[src/rtl/pipe_hazard_ctrl_pkg.sv]
// -----------------------------------------------------------------------------
// pipe_ctrl_pkg
//   Shared definitions for the pipeline hazard controller:
//     - stage index constants for the pipeline registers (PC .. MEMWB)
//     - mdu_state_t    : MUL/DIV latency FSM states
//     - hazard_cause_t : which hazard cause won arbitration this cycle
//     - max_int        : helper used to size the latency counter
// -----------------------------------------------------------------------------
package pipe_ctrl_pkg;

    localparam int STG_PC    = 0;
    localparam int STG_IFID  = 1;
    localparam int STG_IDEX  = 2;
    localparam int STG_EXMEM = 3;
    localparam int STG_MEMWB = 4;

    typedef enum logic {
        IDLE = 1'b0,
        BUSY = 1'b1
    } mdu_state_t;

    typedef enum logic [2:0] {
        NONE    = 3'd0,
        MEM     = 3'd1,
        MDU     = 3'd2,
        BRANCH  = 3'd3,
        LOADUSE = 3'd4
    } hazard_cause_t;

    function automatic int max_int(input int a, input int b);
        return (a > b) ? a : b;
    endfunction

endpackage

[src/rtl/pipe_hazard_ctrl_mdu_latency_counter.sv]
// -----------------------------------------------------------------------------
// mdu_latency_counter
//   Counts the occupancy of a multi-cycle MUL/DIV instruction sitting in EX and
//   requests a pipeline stall until its result is ready.
//
//   Ports:
//     clk, rst_n   : clock, asynchronous active-low reset
//     mdu_start    : MUL/DIV instruction present in EX (held while it sits there)
//     mdu_is_div   : 1 = DIV, 0 = MUL
//     mem_wait     : MEM stage is waiting on data memory
//     mdu_stall    : combinational stall request from the MDU
//     mdu_busy     : FSM state view (1 = BUSY); doubles as the FSM debug output
// -----------------------------------------------------------------------------
module mdu_latency_counter
    import pipe_ctrl_pkg::*;
#(
    parameter int MUL_LAT = 1,
    parameter int DIV_LAT = 34,
    parameter int CNT_W   = $clog2(max_int(MUL_LAT, DIV_LAT) + 1)
) (
    input  logic clk,
    input  logic rst_n,
    input  logic mdu_start,
    input  logic mdu_is_div,
    input  logic mem_wait,
    output logic mdu_stall,
    output logic mdu_busy
);

    localparam logic [CNT_W-1:0] MUL_LAT_C = CNT_W'(MUL_LAT);
    localparam logic [CNT_W-1:0] DIV_LAT_C = CNT_W'(DIV_LAT);

    mdu_state_t       state_q, state_d;
    logic [CNT_W-1:0] cnt_q, cnt_d;
    logic [CNT_W-1:0] lat;

    assign lat = mdu_is_div ? DIV_LAT_C : MUL_LAT_C;

    always_ff @(posedge clk or negedge rst_n) begin
        if (!rst_n) begin
            state_q <= IDLE;
            cnt_q   <= '0;
        end else begin
            state_q <= state_d;
            cnt_q   <= cnt_d;
        end
    end

    // The accept cycle already stalls, so BUSY is entered with LAT-2 cycles of
    // stall left; the cycle with cnt=0 is the one the result leaves EX.
    always_comb begin
        state_d   = state_q;
        cnt_d     = cnt_q;
        mdu_stall = 1'b0;
        case (state_q)
            IDLE: begin
                // Not accepted while MEM waits: the pipe is frozen behind it.
                if (mdu_start && !mem_wait && (lat >= CNT_W'(2))) begin
                    mdu_stall = 1'b1;
                    cnt_d     = lat - CNT_W'(2);
                    state_d   = BUSY;
                end
            end
            BUSY: begin
                if (cnt_q != '0) begin
                    mdu_stall = 1'b1;
                    cnt_d     = cnt_q - CNT_W'(1);
                end else if (!mem_wait) begin
                    // Staying BUSY under mem_wait keeps the still-held
                    // instruction from being accepted a second time.
                    state_d = IDLE;
                end
            end
            default: state_d = IDLE;
        endcase
    end

    assign mdu_busy = (state_q == BUSY);

endmodule

[src/rtl/pipe_hazard_ctrl.sv]
// -----------------------------------------------------------------------------
// pipe_hazard_ctrl
//   Pipeline stall/bubble/flush controller. Arbitrates memory wait, MUL/DIV
//   occupancy, taken-branch flush and load-use hazards (highest priority first)
//   and drives per-register stall, bubble and flush vectors (index 0 = PC).
//
//   Ports:
//     clk, rst_n          : clock, asynchronous active-low reset
//     load_use_hazard     : ID needs the load result currently in EX
//     mdu_start/mdu_is_div: MUL/DIV in EX (held), 1 = DIV
//     mem_req_valid       : MEM stage has a data-memory access
//     mem_ready           : data memory completes the access this cycle
//     branch_taken        : branch/jump resolved taken in EX
//     stall/bubble/flush  : per-register hold / NOP insert / kill
//     mdu_busy            : MUL/DIV FSM in BUSY
//     perf_*_cnt          : saturating per-cause stall-cycle counters
//
//   Memory handshake: an access is presented while mem_req_valid=1 and
//   completes in the cycle mem_ready=1; every cycle with valid=1 and ready=0
//   is a wait cycle.
//
//   Build option: PIPE_HAZARD_PERF_CNT_EN builds the perf counters; without it
//   the perf_*_cnt outputs are tied to zero.
// -----------------------------------------------------------------------------
module pipe_hazard_ctrl
    import pipe_ctrl_pkg::*;
#(
    parameter int NUM_STAGES = 5,
    parameter int EX_STAGE   = STG_IDEX,
    parameter int MUL_LAT    = 1,
    parameter int DIV_LAT    = 34,
    parameter int CNT_W      = $clog2(max_int(MUL_LAT, DIV_LAT) + 1),
    parameter int PERF_W     = 32
) (
    input  logic                  clk,
    input  logic                  rst_n,
    input  logic                  load_use_hazard,
    input  logic                  mdu_start,
    input  logic                  mdu_is_div,
    input  logic                  mem_req_valid,
    input  logic                  mem_ready,
    input  logic                  branch_taken,
    output logic [NUM_STAGES-1:0] stall,
    output logic [NUM_STAGES-1:0] bubble,
    output logic [NUM_STAGES-1:0] flush,
    output logic                  mdu_busy,
    output logic [PERF_W-1:0]     perf_lu_cnt,
    output logic [PERF_W-1:0]     perf_mdu_cnt,
    output logic [PERF_W-1:0]     perf_mem_cnt
);

    logic          mem_wait;
    logic          mdu_stall;
    hazard_cause_t cause;
    logic          has_stall;
    int            stall_point;

    assign mem_wait = mem_req_valid & ~mem_ready;

    mdu_latency_counter #(
        .MUL_LAT (MUL_LAT),
        .DIV_LAT (DIV_LAT),
        .CNT_W   (CNT_W)
    ) u_mdu_cnt (
        .clk        (clk),
        .rst_n      (rst_n),
        .mdu_start  (mdu_start),
        .mdu_is_div (mdu_is_div),
        .mem_wait   (mem_wait),
        .mdu_stall  (mdu_stall),
        .mdu_busy   (mdu_busy)
    );

    // Outputs are forced quiet while reset is asserted, even though the
    // hazard inputs may still be toggling.
    always_comb begin
        cause = NONE;
        if (rst_n) begin
            if (mem_wait)             cause = MEM;
            else if (mdu_stall)       cause = MDU;
            else if (branch_taken)    cause = BRANCH;
            else if (load_use_hazard) cause = LOADUSE;
        end
    end

    // Stall point: everything up to and including it holds, the register just
    // after it receives a bubble. A memory wait also freezes EX.
    always_comb begin
        has_stall   = (cause == MEM) || (cause == MDU) || (cause == LOADUSE);
        stall_point = (cause == MEM) ? EX_STAGE + 1 : EX_STAGE;
        stall       = '0;
        bubble      = '0;
        flush       = '0;
        for (int i = 0; i < NUM_STAGES; i++) begin
            stall[i]  = has_stall && (i <= stall_point);
            bubble[i] = has_stall && (i == stall_point + 1);
            flush[i]  = (cause == BRANCH) && (i >= STG_IFID) && (i <= EX_STAGE);
        end
    end

`ifdef PIPE_HAZARD_PERF_CNT_EN
    always_ff @(posedge clk or negedge rst_n) begin
        if (!rst_n) begin
            perf_lu_cnt  <= '0;
            perf_mdu_cnt <= '0;
            perf_mem_cnt <= '0;
        end else begin
            if ((cause == LOADUSE) && (perf_lu_cnt != '1))
                perf_lu_cnt <= perf_lu_cnt + PERF_W'(1);
            if ((cause == MDU) && (perf_mdu_cnt != '1))
                perf_mdu_cnt <= perf_mdu_cnt + PERF_W'(1);
            if ((cause == MEM) && (perf_mem_cnt != '1))
                perf_mem_cnt <= perf_mem_cnt + PERF_W'(1);
        end
    end
`else
    assign perf_lu_cnt  = '0;
    assign perf_mdu_cnt = '0;
    assign perf_mem_cnt = '0;
`endif

endmodule

[config.mk]
export PLATFORM = sky130hd
export DESIGN_NAME = pipe_hazard_ctrl
export DESIGN_NICKNAME = d
export VERILOG_FILES = /design/src/rtl/pipe_hazard_ctrl_pkg.sv /design/src/rtl/pipe_hazard_ctrl_mdu_latency_counter.sv /design/src/rtl/pipe_hazard_ctrl.sv
export SDC_FILE = /design/constraint.sdc
export NUM_CORES = 1
export LEC_CHECK = 0
export ABC_AREA = 0
export CAP_MARGIN = 20
export CORE_MARGIN = 1
export CORE_UTILIZATION = 40
export DETAILED_ROUTE_END_ITERATION = 10
export DONT_BUFFER_PORTS = 1
export PLACE_DENSITY = 0.65
export SYNTH_ARGS = -nofsm -noshare
export SYNTH_HDL_FRONTEND = slang
export SYNTH_SLANG_ARGS = --single-unit
[constraint.sdc]
create_clock -name clk -period 5.6 [get_ports clk]
set_input_delay 1.12 -clock clk [delete_from_list [all_inputs] [get_ports clk]]
set_output_delay 1.12 -clock clk [all_outputs]
set_load 0.02 [all_outputs]
==> results by group <==
Critical path
  • Crit path capture type: output pin
  • Maximum fanout along the worst path: 12
  • Startpoint types: flip-flop
  • R2R setup slack: 3.57 ns
  • CP arrival: between 2 and 3 ns
  • Worst R2R Path Depth: 4
  • Worst R2R End: u_mdu_cnt.cnt_q[5]
  • Worst EP required: around 4.5 ns
  • R2R Path Start: u_mdu_cnt.mdu_busy
  • Critical path type: reg -> out

Clocking
  • Post-CTS Setup Inserts: 0
  • Max Root-Sink Buffers: 2
  • Clock buffer count from CTS: 3
  • H-Tree Level Count: 1
  • Clk root buf: clkbuf_4
  • TritonCTS clock tree: built
  • Clock Pin Slew Worst Setup and Hold Paths: around 0.060 ns
  • Cts repair resizes: 0
  • Post-CTS Hold Buffers: 0
  • CTS sink count: 7
  • Clock Latency Late Sink: 0.26 ns

Run
  • Max cap viols: 0

Route
  • Overall routed net length: approximately 1.4 mm
  • # DRC: 0
  • ANT nets after route: 0
  • 1st-pass router iterations: 4
  • Via count: between 600 and 700
  • Avg WL per Cell: 6.99 microns
  • Vias/cell: 3.24
  • DRT iter0 DRCs: 24
  • Top layer in use: met4
  • Met3 Routed Length: 203 microns
  • M1 WL: between 500 and 600 microns
  • WL met2: 653 microns

Floorplanning
  • IO Pins: 120
  • Chip height: 58.8 microns
  • Row Count: 20
  • Core area: 3050 sq um
  • Initial core utilization: a little over two fifths
  • Die X-Extent: 58.8 microns
  • Die ar.: 3460 sq um

Power
  • Max IR drop VDD: between 0.2 and 0.25 mV
  • P_leak: 0.560 nW
  • Power per cell area: 386 nW/um^2

Worst hold path
  • Min-delay src: u_mdu_cnt.cnt_q[5]
  • WHS Endpoint: u_mdu_cnt.cnt_q[5]
  • Worst Hold Class: reg -> reg
  • Hold-critical path depth: 1

Yosys
  • Simple-Gate Fraction of Synth Area: 9.02%
  • Compound-Gate Fraction of Synth Area: 10.3%
  • Yosys warns: 0
  • Post-synthesis adder-cell area fraction: under 10%
  • Cells after Synth: 156
  • Register bit total from synthesis: 7
  • XOR/XNOR Fraction of Synth Area: 0%
  • Mux cell area share after synthesis: 0.776%
  • Synth cell types: 32
  • Synthesized area: approximately 1300 sq um
  • Syn_area_per_cell: 8.27 sq um
  • Main combinational cell family by area after synthesis: buffers and inverters
  • Post-synthesis sequential area ratio: 13.6%

Cells and area
  • Share of post-route cells with drive strength above 1: under 10%
  • Post-Layout Cell Count: 197
  • Antenna cells: 0
  • Final Net Count: approximately 160
  • Area growth syn-to-layout: -27.2%

Timing
  • RSZ-0062 raised after global routing: false
  • Worst-Margin Slew: just over 0.7 ns
  • Slew Viols, Final: 0
  • Max-Slew Margin vs Limit: 52.5%
  • Final setup viols: 0
  • Tcrit/Tclk final: 64.6%
  • Fmax: 276 MHz
  • Final Critical Period: 3.62 ns
  • Final Hold Viols: 0
  • Final TNS setup: 0 ns
  • Max Clock Skew: between 0.01 and 0.015 ns

GRT
  • Overall routing resource usage: under 10%
  • First-pass GRT wire length: 1.84 mm
  • Total gr overflow: 0
  • Pin count of the biggest net entering global routing: 13
  • Initial antenna violation count: 0
  • Vias in the first global route: 386

Outcome
  • Status: complete, no violations

Place
  • HPWL Detailed: 1.13 mm
  • Port buffer count: 0
  • Cell total after placement: 193
  • Routability cong.: around 0.77
==> layer usage <==
| layer | vias to the layer above | GRT usage (%) |
|---|---|---|
| li1 | 285 | - |
| met4 | 0 | 2.04 |
| met3 | 2 | 4.84 |
| met2 | 74 | 10.2 |
| met5 | - | 0 |
| met1 | 277 | 9.31 |
==> stage by stage <==
stage / utilization [%] / hold WS [ns] / cell area (sq um) / setup slack [ns] / total power [mW]
CTS: 30.8 / 0.501 / 940 / 1.98 / 0.362
detailed placement: 29.9 / 0.487 / 912 / 2.12 / 0.311
global route: 30.8 / 0.523 / 940 / 1.88 / 0.398
global placement: 29.9 / 0.479 / 912 / 2.14 / 0.310
finish: 30.8 / 0.496 / 940 / 1.98 / 0.362
floorplan: - / 0.464 / 1670 / 2.17 / 0.350
==> cell usage after synthesis, drive strengths merged <==
cell type	count	share of area [%]
nor2	2	0.58
nand3b	1	0.58
o31a	3	2.2
ha	2	1.9
mux2i	1	0.78
o21ai	4	1.6
o31ai	1	0.58
conb	1	0.29
o211a	1	0.78
o32ai	1	0.68
nand2b	1	0.49
and2	1	0.49
or2	1	0.68
a21oi	1	0.39
nor2b	3	2.0
or4b	1	1.1
o311ai	1	0.68
o211ai	1	0.58
or3	1	0.49
nand3	3	1.2
nand2	1	0.29
dfrtp	7	14
a31oi	1	1.6
a21o	2	1.2
inv	3	0.87
nor4	1	0.49
buf	109	63
or2b	1	0.68
==> area by class of cell <==
type	instances	area, sq um
fill	336	2110
multi-input combinational	139	671
sequential	7	175
tap	44	55.1
clock buffer	3	22.5
inverter	3	11.3
clock inverter	1	5.00
==> registers in the layout, summed over array words and instances (netlist names) <==
signal / count
u_mdu_cnt.cnt_q: 6
u_mdu_cnt.mdu_busy: 1
==> worst max-delay path, cell delays in order (launching register included) <==
cell and delay (ns):
dfrtp_1 0.71, or4b_4 0.55, or2_4 0.25, nor2b_4 0.14, nor2_1 0.57
==> layout by cell type, fill, tap and decap left out <==
cell      count
a21o_1        2
a21oi_1       1
a31oi_4       1
and2_1        1
clkbuf_4      3
clkinv_2      1
conb_1      103
dfrtp_1       7
ha_1          2
inv_1         3
mux2i_1       1
nand2_1       1
nand2b_1      1
nand3_1       3
nand3b_1      1
nor2_1        2
nor2b_1       2
nor2b_4       1
nor4_1        1
o211a_1       1
o211ai_1      1
o21ai_0       2
o21ai_1       2
o311ai_0      1
o31a_1        1
o31a_2        2
o31ai_1       1
o32ai_1       1
or2_4         1
or2b_2        1
or3_1         1
or4b_4        1
==> power breakdown <==
group | switching [mW] | leakage, nW | internal, mW
clock network | 0.0216 | 0.0177 | 0.0262
registers | 0.0389 | 0.0817 | 0.0765
logic | 0.132 | 0.461 | 0.0672
==> logic make-up after synthesis <==
family / after synthesis
compound gates: 16
flops: 7
mux: 1
buf+inv: 112
fa+ha+maj: 2
simple gates: 17
other cells: 1
==> worst max path at each step <==
stage                  startpoint       end  slack [ns]
2_1_floorplan       mem_req_valid  flush[2]        2.17
3_3_place_gp        mem_req_valid  flush[1]        2.14
3_5_place_dp        mem_req_valid  flush[1]        2.12
4_1_cts        u_mdu_cnt.mdu_busy  flush[1]        1.98
5_1_grt        u_mdu_cnt.mdu_busy  flush[1]        1.88
6_report       u_mdu_cnt.mdu_busy  flush[1]        1.98
No activity file was read; power rests on OpenSTA's default activity.
